$ cat config.mk
export PLATFORM = sky130hd
export DESIGN_NAME = uart_tx_flex
export DESIGN_NICKNAME = d
export VERILOG_FILES = /design/src/rtl/uart_tx_flex.sv
export SDC_FILE = /design/constraint.sdc
export NUM_CORES = 1
export LEC_CHECK = 0
export CAP_MARGIN = 20
export CELL_PAD_IN_SITES_DETAIL_PLACEMENT = 0
export CELL_PAD_IN_SITES_GLOBAL_PLACEMENT = 2
export CORE_AREA = 5 5 93 95
export CTS_CLUSTER_DIAMETER = 100
export CTS_CLUSTER_SIZE = 10
export DETAILED_ROUTE_END_ITERATION = 7
export DIE_AREA = 0 0 98 100
export PLACE_DENSITY = 0.77
export SLEW_MARGIN = 20
export SYNTH_ARGS = -nofsm -noshare
export SYNTH_HDL_FRONTEND = slang
export SYNTH_SLANG_ARGS = --single-unit
$ cat constraint.sdc
create_clock -name clk -period 3.1 [get_ports clk]
set_clock_uncertainty 0.05 [all_clocks]
set_input_delay 0.31 -clock clk [delete_from_list [all_inputs] [get_ports clk]]
set_output_delay 0.31 -clock clk [all_outputs]
set_load 0.01 [all_outputs]
$ cat src/rtl/uart_tx_flex.sv
`default_nettype none
// ============================================================================
//  Module      : uart_tx_flex
//  Description : UART transmitter for a valid/ready word stream. Frame format
//                is START, DW data bits LSB first, optional parity, then one
//                or two STOP bits. Baud divisor, parity mode and stop-bit
//                count are sampled at each accepted word and held for that
//                frame. Supports CTS gating of frame starts, break
//                generation and back-to-back frames with no idle gap.
//
//  Ports       : clk, rst         clock, asynchronous active-high reset
//                cfg_div          bit period minus one, in clk cycles
//                cfg_par          00 none, 01 odd, 10 even, 11 mark
//                cfg_stop         0 = one stop bit, 1 = two stop bits
//                str_tvalid/tdata/tready   input word stream
//                cts_n            clear-to-send, active-low, asynchronous
//                brk              break request (line held low between frames)
//                busy             frame or break in progress
//                uart_txd         serial output, idle high, from a flop
//
//  Revision    : 1.0  initial release
// ============================================================================
module uart_tx_flex #(
   parameter int DW     = 8,
   parameter int DIV_W  = 16,
   parameter bit CTS_EN = 1'b1
) (
   input  logic             clk,
   input  logic             rst,
   input  logic [DIV_W-1:0] cfg_div,
   input  logic [1:0]       cfg_par,
   input  logic             cfg_stop,
   input  logic             str_tvalid,
   input  logic [DW-1:0]    str_tdata,
   output logic             str_tready,
   input  logic             cts_n,
   input  logic             brk,
   output logic             busy,
   output logic             uart_txd
);

   localparam int             BCW       = $clog2(DW + 4);
   localparam logic [BCW-1:0] LAST_DATA = BCW'(DW - 1);
   localparam logic [1:0]     PAR_NONE  = 2'b00;
   localparam logic [1:0]     PAR_ODD   = 2'b01;
   localparam logic [1:0]     PAR_EVEN  = 2'b10;

   typedef enum logic [2:0] {
      IDLE   = 3'd0,
      START  = 3'd1,
      DATA   = 3'd2,
      PARITY = 3'd3,
      STOP   = 3'd4,
      BREAK  = 3'd5
   } state_t;

   state_t           state_q, state_d;
   logic [DIV_W-1:0] baud_cnt_q, baud_cnt_d;
   logic [BCW-1:0]   bit_cnt_q, bit_cnt_d;
   logic [DW-1:0]    shift_q, shift_d;
   logic [DIV_W-1:0] div_q, div_d;
   logic [1:0]       par_q, par_d;
   logic             stop_q, stop_d;
   logic             par_bit_q, par_bit_d;
   logic             txd_q, txd_d;

   logic             cts_ok;
   logic             bit_end;
   logic             last_stop;
   logic             xfer;

   // ------------------------------------------------------------------------
   // Clear-to-send. The synchroniser resets to "not clear" so no frame can
   // start until a real, synchronised CTS has been seen after reset. With CTS
   // ignored, a one-flop enable still keeps str_tready low while in reset.
   // ------------------------------------------------------------------------
   generate
      if (CTS_EN) begin : g_cts_sync
         logic cts_meta_q;
         logic cts_sync_q;

         always_ff @(posedge clk or posedge rst) begin
            if (rst) begin
               cts_meta_q <= 1'b1;
               cts_sync_q <= 1'b1;
            end else begin
               cts_meta_q <= cts_n;
               cts_sync_q <= cts_meta_q;
            end
         end

         assign cts_ok = ~cts_sync_q;
      end else begin : g_cts_off
         logic run_q;

         always_ff @(posedge clk or posedge rst) begin
            if (rst) begin
               run_q <= 1'b0;
            end else begin
               run_q <= 1'b1;
            end
         end

         assign cts_ok = run_q;
      end
   endgenerate

   // Bit period ends when the counter reaches the divisor latched for this
   // frame, so a runtime change of cfg_div can never cause an overrun.
   assign bit_end   = (baud_cnt_q == div_q);
   // Stop bits are counted 0 (first) and 1 (second); the final one is the
   // index equal to the latched stop setting.
   assign last_stop = (state_q == STOP) && bit_end &&
                      (bit_cnt_q == {{(BCW-1){1'b0}}, stop_q});

   assign str_tready = cts_ok & ~brk & ((state_q == IDLE) | last_stop);
   assign xfer       = str_tvalid & str_tready;

   assign busy     = (state_q != IDLE);
   assign uart_txd = txd_q;

   // ------------------------------------------------------------------------
   // Next-state logic
   // ------------------------------------------------------------------------
   always_comb begin
      state_d    = state_q;
      baud_cnt_d = baud_cnt_q;
      bit_cnt_d  = bit_cnt_q;
      shift_d    = shift_q;
      div_d      = div_q;
      par_d      = par_q;
      stop_d     = stop_q;
      par_bit_d  = par_bit_q;

      case (state_q)
         IDLE: begin
            baud_cnt_d = '0;
            bit_cnt_d  = '0;
            if (brk) begin
               state_d = BREAK;
            end
         end

         START: begin
            if (bit_end) begin
               state_d    = DATA;
               baud_cnt_d = '0;
               bit_cnt_d  = '0;
            end else begin
               baud_cnt_d = baud_cnt_q + DIV_W'(1);
            end
         end

         DATA: begin
            if (bit_end) begin
               baud_cnt_d = '0;
               if (bit_cnt_q == LAST_DATA) begin
                  bit_cnt_d = '0;
                  state_d   = (par_q != PAR_NONE) ? PARITY : STOP;
               end else begin
                  bit_cnt_d = bit_cnt_q + BCW'(1);
                  shift_d   = {1'b0, shift_q[DW-1:1]};
               end
            end else begin
               baud_cnt_d = baud_cnt_q + DIV_W'(1);
            end
         end

         PARITY: begin
            if (bit_end) begin
               state_d    = STOP;
               baud_cnt_d = '0;
               bit_cnt_d  = '0;
            end else begin
               baud_cnt_d = baud_cnt_q + DIV_W'(1);
            end
         end

         STOP: begin
            if (bit_end) begin
               baud_cnt_d = '0;
               if (last_stop) begin
                  bit_cnt_d = '0;
                  state_d   = brk ? BREAK : IDLE;
               end else begin
                  bit_cnt_d = bit_cnt_q + BCW'(1);
               end
            end else begin
               baud_cnt_d = baud_cnt_q + DIV_W'(1);
            end
         end

         BREAK: begin
            baud_cnt_d = '0;
            bit_cnt_d  = '0;
            if (!brk) begin
               state_d = IDLE;
            end
         end

         default: begin
            state_d    = IDLE;
            baud_cnt_d = '0;
            bit_cnt_d  = '0;
         end
      endcase

      // An accepted word only happens in IDLE or in the last stop-bit cycle;
      // it overrides whatever the case above chose so the next start bit
      // follows immediately. Everything the frame depends on is captured here.
      if (xfer) begin
         state_d    = START;
         baud_cnt_d = '0;
         bit_cnt_d  = '0;
         shift_d    = str_tdata;
         div_d      = cfg_div;
         par_d      = cfg_par;
         stop_d     = cfg_stop;
         case (cfg_par)
            PAR_ODD:  par_bit_d = ~^str_tdata;
            PAR_EVEN: par_bit_d = ^str_tdata;
            default:  par_bit_d = 1'b1;
         endcase
      end

      // Line level is computed from the next state so the registered output
      // always lines up with the state register.
      case (state_d)
         IDLE:    txd_d = 1'b1;
         START:   txd_d = 1'b0;
         DATA:    txd_d = shift_d[0];
         PARITY:  txd_d = par_bit_d;
         STOP:    txd_d = 1'b1;
         BREAK:   txd_d = 1'b0;
         default: txd_d = 1'b1;
      endcase
   end

   // ------------------------------------------------------------------------
   // State registers
   // ------------------------------------------------------------------------
   always_ff @(posedge clk or posedge rst) begin
      if (rst) begin
         state_q    <= IDLE;
         baud_cnt_q <= '0;
         bit_cnt_q  <= '0;
         shift_q    <= '0;
         div_q      <= '0;
         par_q      <= PAR_NONE;
         stop_q     <= 1'b0;
         par_bit_q  <= 1'b0;
         txd_q      <= 1'b1;
      end else begin
         state_q    <= state_d;
         baud_cnt_q <= baud_cnt_d;
         bit_cnt_q  <= bit_cnt_d;
         shift_q    <= shift_d;
         div_q      <= div_d;
         par_q      <= par_d;
         stop_q     <= stop_d;
         par_bit_q  <= par_bit_d;
         txd_q      <= txd_d;
      end
   end

endmodule
`default_nettype wire

==> flow_summary.json, run 1 <==
{
  "ys_top_cells_by_count": "dfrtp_1 (51), nor2_1 (27), xor2_1 (27)",
  "synth_area_leader_cell": "dfrtp_1",
  "max_freq_mhz": 352.3,
  "hold_path_class": "in -> async",
  "yosysUniqueCellTypes": 38,
  "num_vias": 1863,
  "diodes": 0,
  "yosysSeqAreaShare_pct": 50.30,
  "worstPathArrival_ps": 2480,
  "synth_warnings": 0,
  "worst_pin_slew_ps": 531.9,
  "dieArea_mm2": 0.009800,
  "power.density_mw_per_mm2": 685.7,
  "crit_path_max_fanout": 8,
  "rows": 32,
  "cts_tree": "yes",
  "layout.nets": 331,
  "stdcell_area_mm2": 0.003311,
  "insertion_delay_ps": 300,
  "synth_seq_cells": 54,
  "die_w_um": 98,
  "htree_levels": 2,
  "crit_type": "reg -> out",
  "finalHoldViolations": 0,
  "maxCapViolCount": 0,
  "final.period_utilization_pct": 91.57,
  "synth_ff_type": "dfrtp_1",
  "place_hpwl_mm": 4.022,
  "setup_viol": 0,
  "rsz0062_at_grt": "no",
  "syn_inst": 251,
  "wl_per_cell_um": 13.27,
  "tritoncts.num_buffers": 5,
  "leakage_nw": 1.489,
  "root_buffer": "clkbuf_8",
  "io_pins": 35,
  "first_iter_violations": 61,
  "cts.path.max_buffers": 2,
  "peakVddDrop_mv": 0.3658,
  "mappedNetlistArea_mm2": 0.002694,
  "hold_buffers": 0,
  "post_dp_cell_area_mm2": 0.003168,
  "drive_gt1_share_pct": 14.53,
  "overflow": 0,
  "maxSlewViolCount": 0,
  "post-route-min-period_ps": 2839,
  "drc_errors": 0,
  "detail_route.wirelength_mm": 5.282,
  "finalSetupTns_ps": 0,
  "first_pass_iters": 4,
  "netlist.area_leader.share_pct": 47.38,
  "portBuffers": 34,
  "synth.most_common_cell": "dfrtp_1",
  "outcome": "completed",
  "layout.cells.non_filler": 398,
  "area_growth_pct": 22.90,
  "grt_use_total_pct": 11.29,
  "place.gp.congestion": 0.7942,
  "synth-async-reset-ratio_pct": 100.0,
  "grt_pass1_vias": 1880,
  "avgSynthCellArea_um2": 10.73,
  "ant_nets": 0,
  "syn_nets": 287,
  "synth.top_cells.by_area": "dfrtp_1 (47%), xor2_1 (8.8%), mux2_2 (7.9%)",
  "worst_setup_hold_path_clk_slew_ps": 90,
  "place_inst": 386,
  "required_ps": 2740,
  "grt_pass1_wl_mm": 9.128,
  "crit_path_end_kind": "output pin",
  "core-area_mm2": 0.007647,
  "via_per_inst": 4.681,
  "start_util_pct": 35.23,
  "die_h_um": 100,
  "slew_headroom_pct": 64.44,
  "finish.utilization_pct": 43.29,
  "grt_max_degree": 23,
  "start_kind": "register",
  "synth-edff-count": 0,
  "clock_sinks": 54,
  "antenna_found_initial": 0
}
==> metal layers <==
| metal | global-route usage [%] | share of wire, % | up-vias |
|---|---|---|---|
| li1 | - | - | 942 |
| met1 | 14.88 | 48 | 894 |
| met2 | 19.16 | 49 | 25 |
| met3 | 2.363 | 2.9 | 2 |
| met4 | 2.556 | 0.45 | 0 |
| met5 | 0 | 0 | - |
==> kinds of logic after synthesis <==
group                    after synthesis  synth area share (%)
AND/OR/NAND/NOR                       87                 15.47
flip-flops                            54                 50.30
XOR/XNOR                              38                 12.35
AO/OA/AOI/OAI                         26                 7.246
multiplexers                          24                 9.801
buffers and inverters                 18                 2.972
adder cells (fa/ha/maj)                4                 1.858
==> state kept, by name (all words and copies together), names as in the netlist <==
register,cells
par_bit_q,1
div_q,16
shift_q,8
par_q,2
uart_txd,1
g_cts_sync.cts_meta_q,1
g_cts_sync.cts_sync_q,1
stop_q,1
baud_cnt_q,16
bit_cnt_q,4
state_q,3
==> area by class of cell <==
| type | count | area, um^2 |
|---|---|---|
| repair buffers | 44 | 415.4 |
| clock buffers | 7 | 76.32 |
| flip-flops and latches | 54 | 1355 |
| inverters | 11 | 41.29 |
| well taps | 102 | 127.6 |
| clock inverters | 1 | 30.03 |
| fillers | 725 | 4337 |
| multi-input cells | 179 | 1265 |
==> path summary, 6_finish.rpt <==
path / startpoint / slack [ps] / cells after the start / endpoint
min in group clk: g_cts_sync.cts_meta_q / 310 / 0 / g_cts_sync.cts_sync_q
max: baud_cnt_q[0] / 260 / 7 / str_tready
max in group asynchronous: rst / 2060 / 3 / g_cts_sync.cts_meta_q
max reg2reg: baud_cnt_q[0] / 460 / 8 / div_q[15]
min: rst / 280 / 2 / div_q[11]
min reg2reg: g_cts_sync.cts_meta_q / 310 / 0 / g_cts_sync.cts_sync_q
==> layout by cell type (no fill, tap or decap), types with 4 or more instances in the layout <==
cell type / instances
a22oi_1: 6
and3_1: 6
buf_4: 10
clkbuf_8: 5
clkdlybuf4s50_1: 34
dfrtp_1: 51
ha_1: 4
inv_1: 10
mux2_2: 19
mux2i_1: 5
nand2_1: 24
nand3_1: 12
nor2_1: 27
nor4_1: 4
o21ai_0: 6
xnor2_1: 11
xor2_1: 27
==> power breakdown <==
group	switching, mW	total [mW]	internal (mW)
Clock	0.215	0.457	0.242
Combinational	0.353	0.716	0.363
Sequential	0.169	1.10	0.928
==> metrics by stage <==
stage / setup WS (ps) / power [mW] / hold WS, ps
final: 261.3 / 2.270 / 282.0
after CTS: 52.66 / 2.313 / 295.8
after global routing: 84.34 / 2.445 / 317.5
after floorplan: 763.6 / 1.601 / 264.5
after detailed placement: 287.7 / 1.836 / 299.2
after global placement: 300.3 / 1.839 / 296.6
==> critical path, cell delays in order (launching register included) <==
cell	delay (ps)
dfrtp_1	460
xor2_1	180
nor4_2	370
nand4_2	130
buf_4	190
o21a_1	220
nor2b_1	110
clkdlybuf4s50_1	540
==> what timing repair did <==
item                       in CTS  in global routing
resized for setup               1                  0
hold endpoints to repair        0                  0
setup buffers                   0                  4
pin swaps                       0                  1
setup endpoints to repair       1                  1
Note: power is estimated with default switching activity, not from simulation.
==> run 2: changes to the inputs <==
--- a/config.mk
+++ b/config.mk
@@ -8,11 +8,12 @@
 export CAP_MARGIN = 20
 export CELL_PAD_IN_SITES_DETAIL_PLACEMENT = 0
 export CELL_PAD_IN_SITES_GLOBAL_PLACEMENT = 2
-export CORE_AREA = 5 5 93 95
+export CORE_AREA = 5 5 77 114
 export CTS_CLUSTER_DIAMETER = 100
 export CTS_CLUSTER_SIZE = 10
 export DETAILED_ROUTE_END_ITERATION = 7
-export DIE_AREA = 0 0 98 100
+export DIE_AREA = 0 0 82 119
+export GPL_ROUTABILITY_DRIVEN = 0
 export PLACE_DENSITY = 0.77
 export SLEW_MARGIN = 20
 export SYNTH_ARGS = -nofsm -noshare
==> flow_summary.json, run 2 (synthesized netlist as in run 1, its figures left out) <==
{
  "leakage_nw": 1.505,
  "max_freq_mhz": 340.5,
  "clock_sinks": 54,
  "maxSlewViolCount": 0,
  "slew_headroom_pct": 51.56,
  "num_vias": 1872,
  "dieArea_mm2": 0.009758,
  "crit_slowest_cell": "clkdlybuf4s50_1",
  "tritoncts.num_buffers": 5,
  "wl_per_cell_um": 14.26,
  "io_pins": 35,
  "insertion_delay_ps": 290,
  "min-delay-start": "g_cts_sync.cts_meta_q",
  "drive_gt1_share_pct": 14.09,
  "cpPeakStageDelay_ps": 540,
  "setup.worst_path.start": "baud_cnt_q[0]",
  "start_kind": "register",
  "detail_route.wirelength_mm": 5.606,
  "via_per_inst": 4.763,
  "rsz0062_at_grt": "no",
  "overflow": 0,
  "crit_family": "simple AND/OR/NAND/NOR gates",
  "reg2reg_from": "baud_cnt_q[0]",
  "post-route-min-period_ps": 2937,
  "path_cells": "xor2_1 -> nor4_2 -> nand4_4 -> o21a_1 -> nor2b_1 -> clkdlybuf4s50_1",
  "hold_path_class": "reg -> reg",
  "final_cell_mix": "dfrtp_1 (51), clkdlybuf4s50_1 (34), xor2_1 (27), nor2_1 (27), nand2_1 (24)",
  "crit_type": "reg -> out",
  "top_regs": "baud_cnt_q (16), div_q (16), shift_q (8)",
  "portBuffers": 34,
  "power.density_mw_per_mm2": 726.3,
  "root_buffer": "clkbuf_16",
  "first_pass_iters": 4,
  "core-area_mm2": 0.007612,
  "grt_use_total_pct": 12.72,
  "cts_tree": "yes",
  "maxCapViolCount": 0,
  "place_hpwl_mm": 4.134,
  "worstPathArrival_ps": 2580,
  "layout.nets": 326,
  "required_ps": 2740,
  "crit_path_max_fanout": 10,
  "post_dp_cell_area_mm2": 0.003186,
  "die_w_um": 82,
  "cts.path.max_buffers": 2,
  "grt_max_degree": 34,
  "area_growth_pct": 25.03,
  "antenna_found_initial": 0,
  "rows": 39,
  "finalSetupTns_ps": 0,
  "die_h_um": 119,
  "crit_path_end_kind": "output pin",
  "grt_pass1_vias": 1922,
  "peakVddDrop_mv": 0.4085,
  "final_common_cell": "dfrtp_1",
  "stdcell_area_mm2": 0.003368,
  "outcome": "completed",
  "ant_nets": 0,
  "critPathBufInv": 1,
  "start_util_pct": 35.39,
  "drc_errors": 0,
  "worst_pin_slew_ps": 725.5,
  "setup_viol": 0,
  "grt_pass1_wl_mm": 9.515,
  "finalHoldViolations": 0,
  "htree_levels": 2,
  "final.period_utilization_pct": 94.74,
  "worst_setup_hold_path_clk_slew_ps": 70,
  "hold_buffers": 0,
  "first_iter_violations": 62,
  "diodes": 0
}
## run 2: cell count changes in the layout (fill, tap and decap cells not counted)
cell	delta
clkbuf_16	+5
nand4_4	+1
clkbuf_1	-2
nor4_2	+1
nand4_2	-1
buf_12	+2
nor4_1	-1
bufinv_16	-1
clkinv_4	+1
buf_4	-7
clkbuf_8	-3
## run 2: worst reg2reg max path: cells and delay by family, from the launching register on
kind	cells	cell delay [ps]
buffers and inverters	1	240
and+or+nand+nor	3	820
DFF	1	440
AOI/OAI and AO/OA	3	840
xor gates and xnor gates	1	180
## run 2: cell type report
type / count / area (um^2)
well taps: 102 / 127.6
flip-flops and latches: 54 / 1355
multi-input cells: 179 / 1280
repair buffers: 39 / 402.9
clock inverters: 1 / 8.758
inverters: 11 / 41.29
clock buffers: 7 / 152.6
fillers: 739 / 4244
## run 2: worst paths after layout
kind                                         end  cells after the start  slack [ps]
setup / recovery                      str_tready                      6         160
hold / removal             g_cts_sync.cts_sync_q                      0         310
setup reg to reg                        uart_txd                      8         460
hold reg to reg            g_cts_sync.cts_sync_q                      0         310
max in group asynchronous               uart_txd                      3        1930
min in group asynchronous             shift_q[4]                      2         410
## run 2: stage by stage
stage	utilization [%]	cells	hold slack, ps	total power [mW]	setup slack, ps
6_report	44.25	393	307.2	2.446	163.0
5_1_grt	44.25	393	317.4	2.629	23.95
4_1_cts	44.05	393	307.7	2.472	47.19
3_5_place_dp	41.85	385	296.8	1.857	272.3
3_3_place_gp	41.85	385	296.9	1.839	263.5
2_1_floorplan	-	251	264.5	1.601	763.6
## run 2: power breakdown
group          switching (mW)  internal (mW)
Clock                   0.255          0.346
Sequential              0.164          0.929
Combinational           0.384          0.369
## run 2: what timing repair did
action                                 4_1_cts  5_1_grt
setup endpoints to repair                    1        1
endpoints found under the hold margin        0        0
setup buffers                                0        0
pin swaps                                    0        1
resized for setup                            1        2
## run 2: routing by layer
metal	GRT usage, %	part of all wire (%)	vias to the layer above
met3	2.492	3.1	5
met4	4.158	1.2	0
met1	14.94	43	903
met5	0	0	-
li1	-	-	935
met2	22.57	53	29
==> run 3: changes to the inputs <==
--- a/config.mk
+++ b/config.mk
@@ -5,7 +5,7 @@
 export SDC_FILE = /design/constraint.sdc
 export NUM_CORES = 1
 export LEC_CHECK = 0
-export CAP_MARGIN = 20
+export CAP_MARGIN = 0
 export CELL_PAD_IN_SITES_DETAIL_PLACEMENT = 0
 export CELL_PAD_IN_SITES_GLOBAL_PLACEMENT = 2
 export CORE_AREA = 5 5 77 114
==> results of run 3 <==
The final DEF is identical to that of run 2; final timing and power are the same.
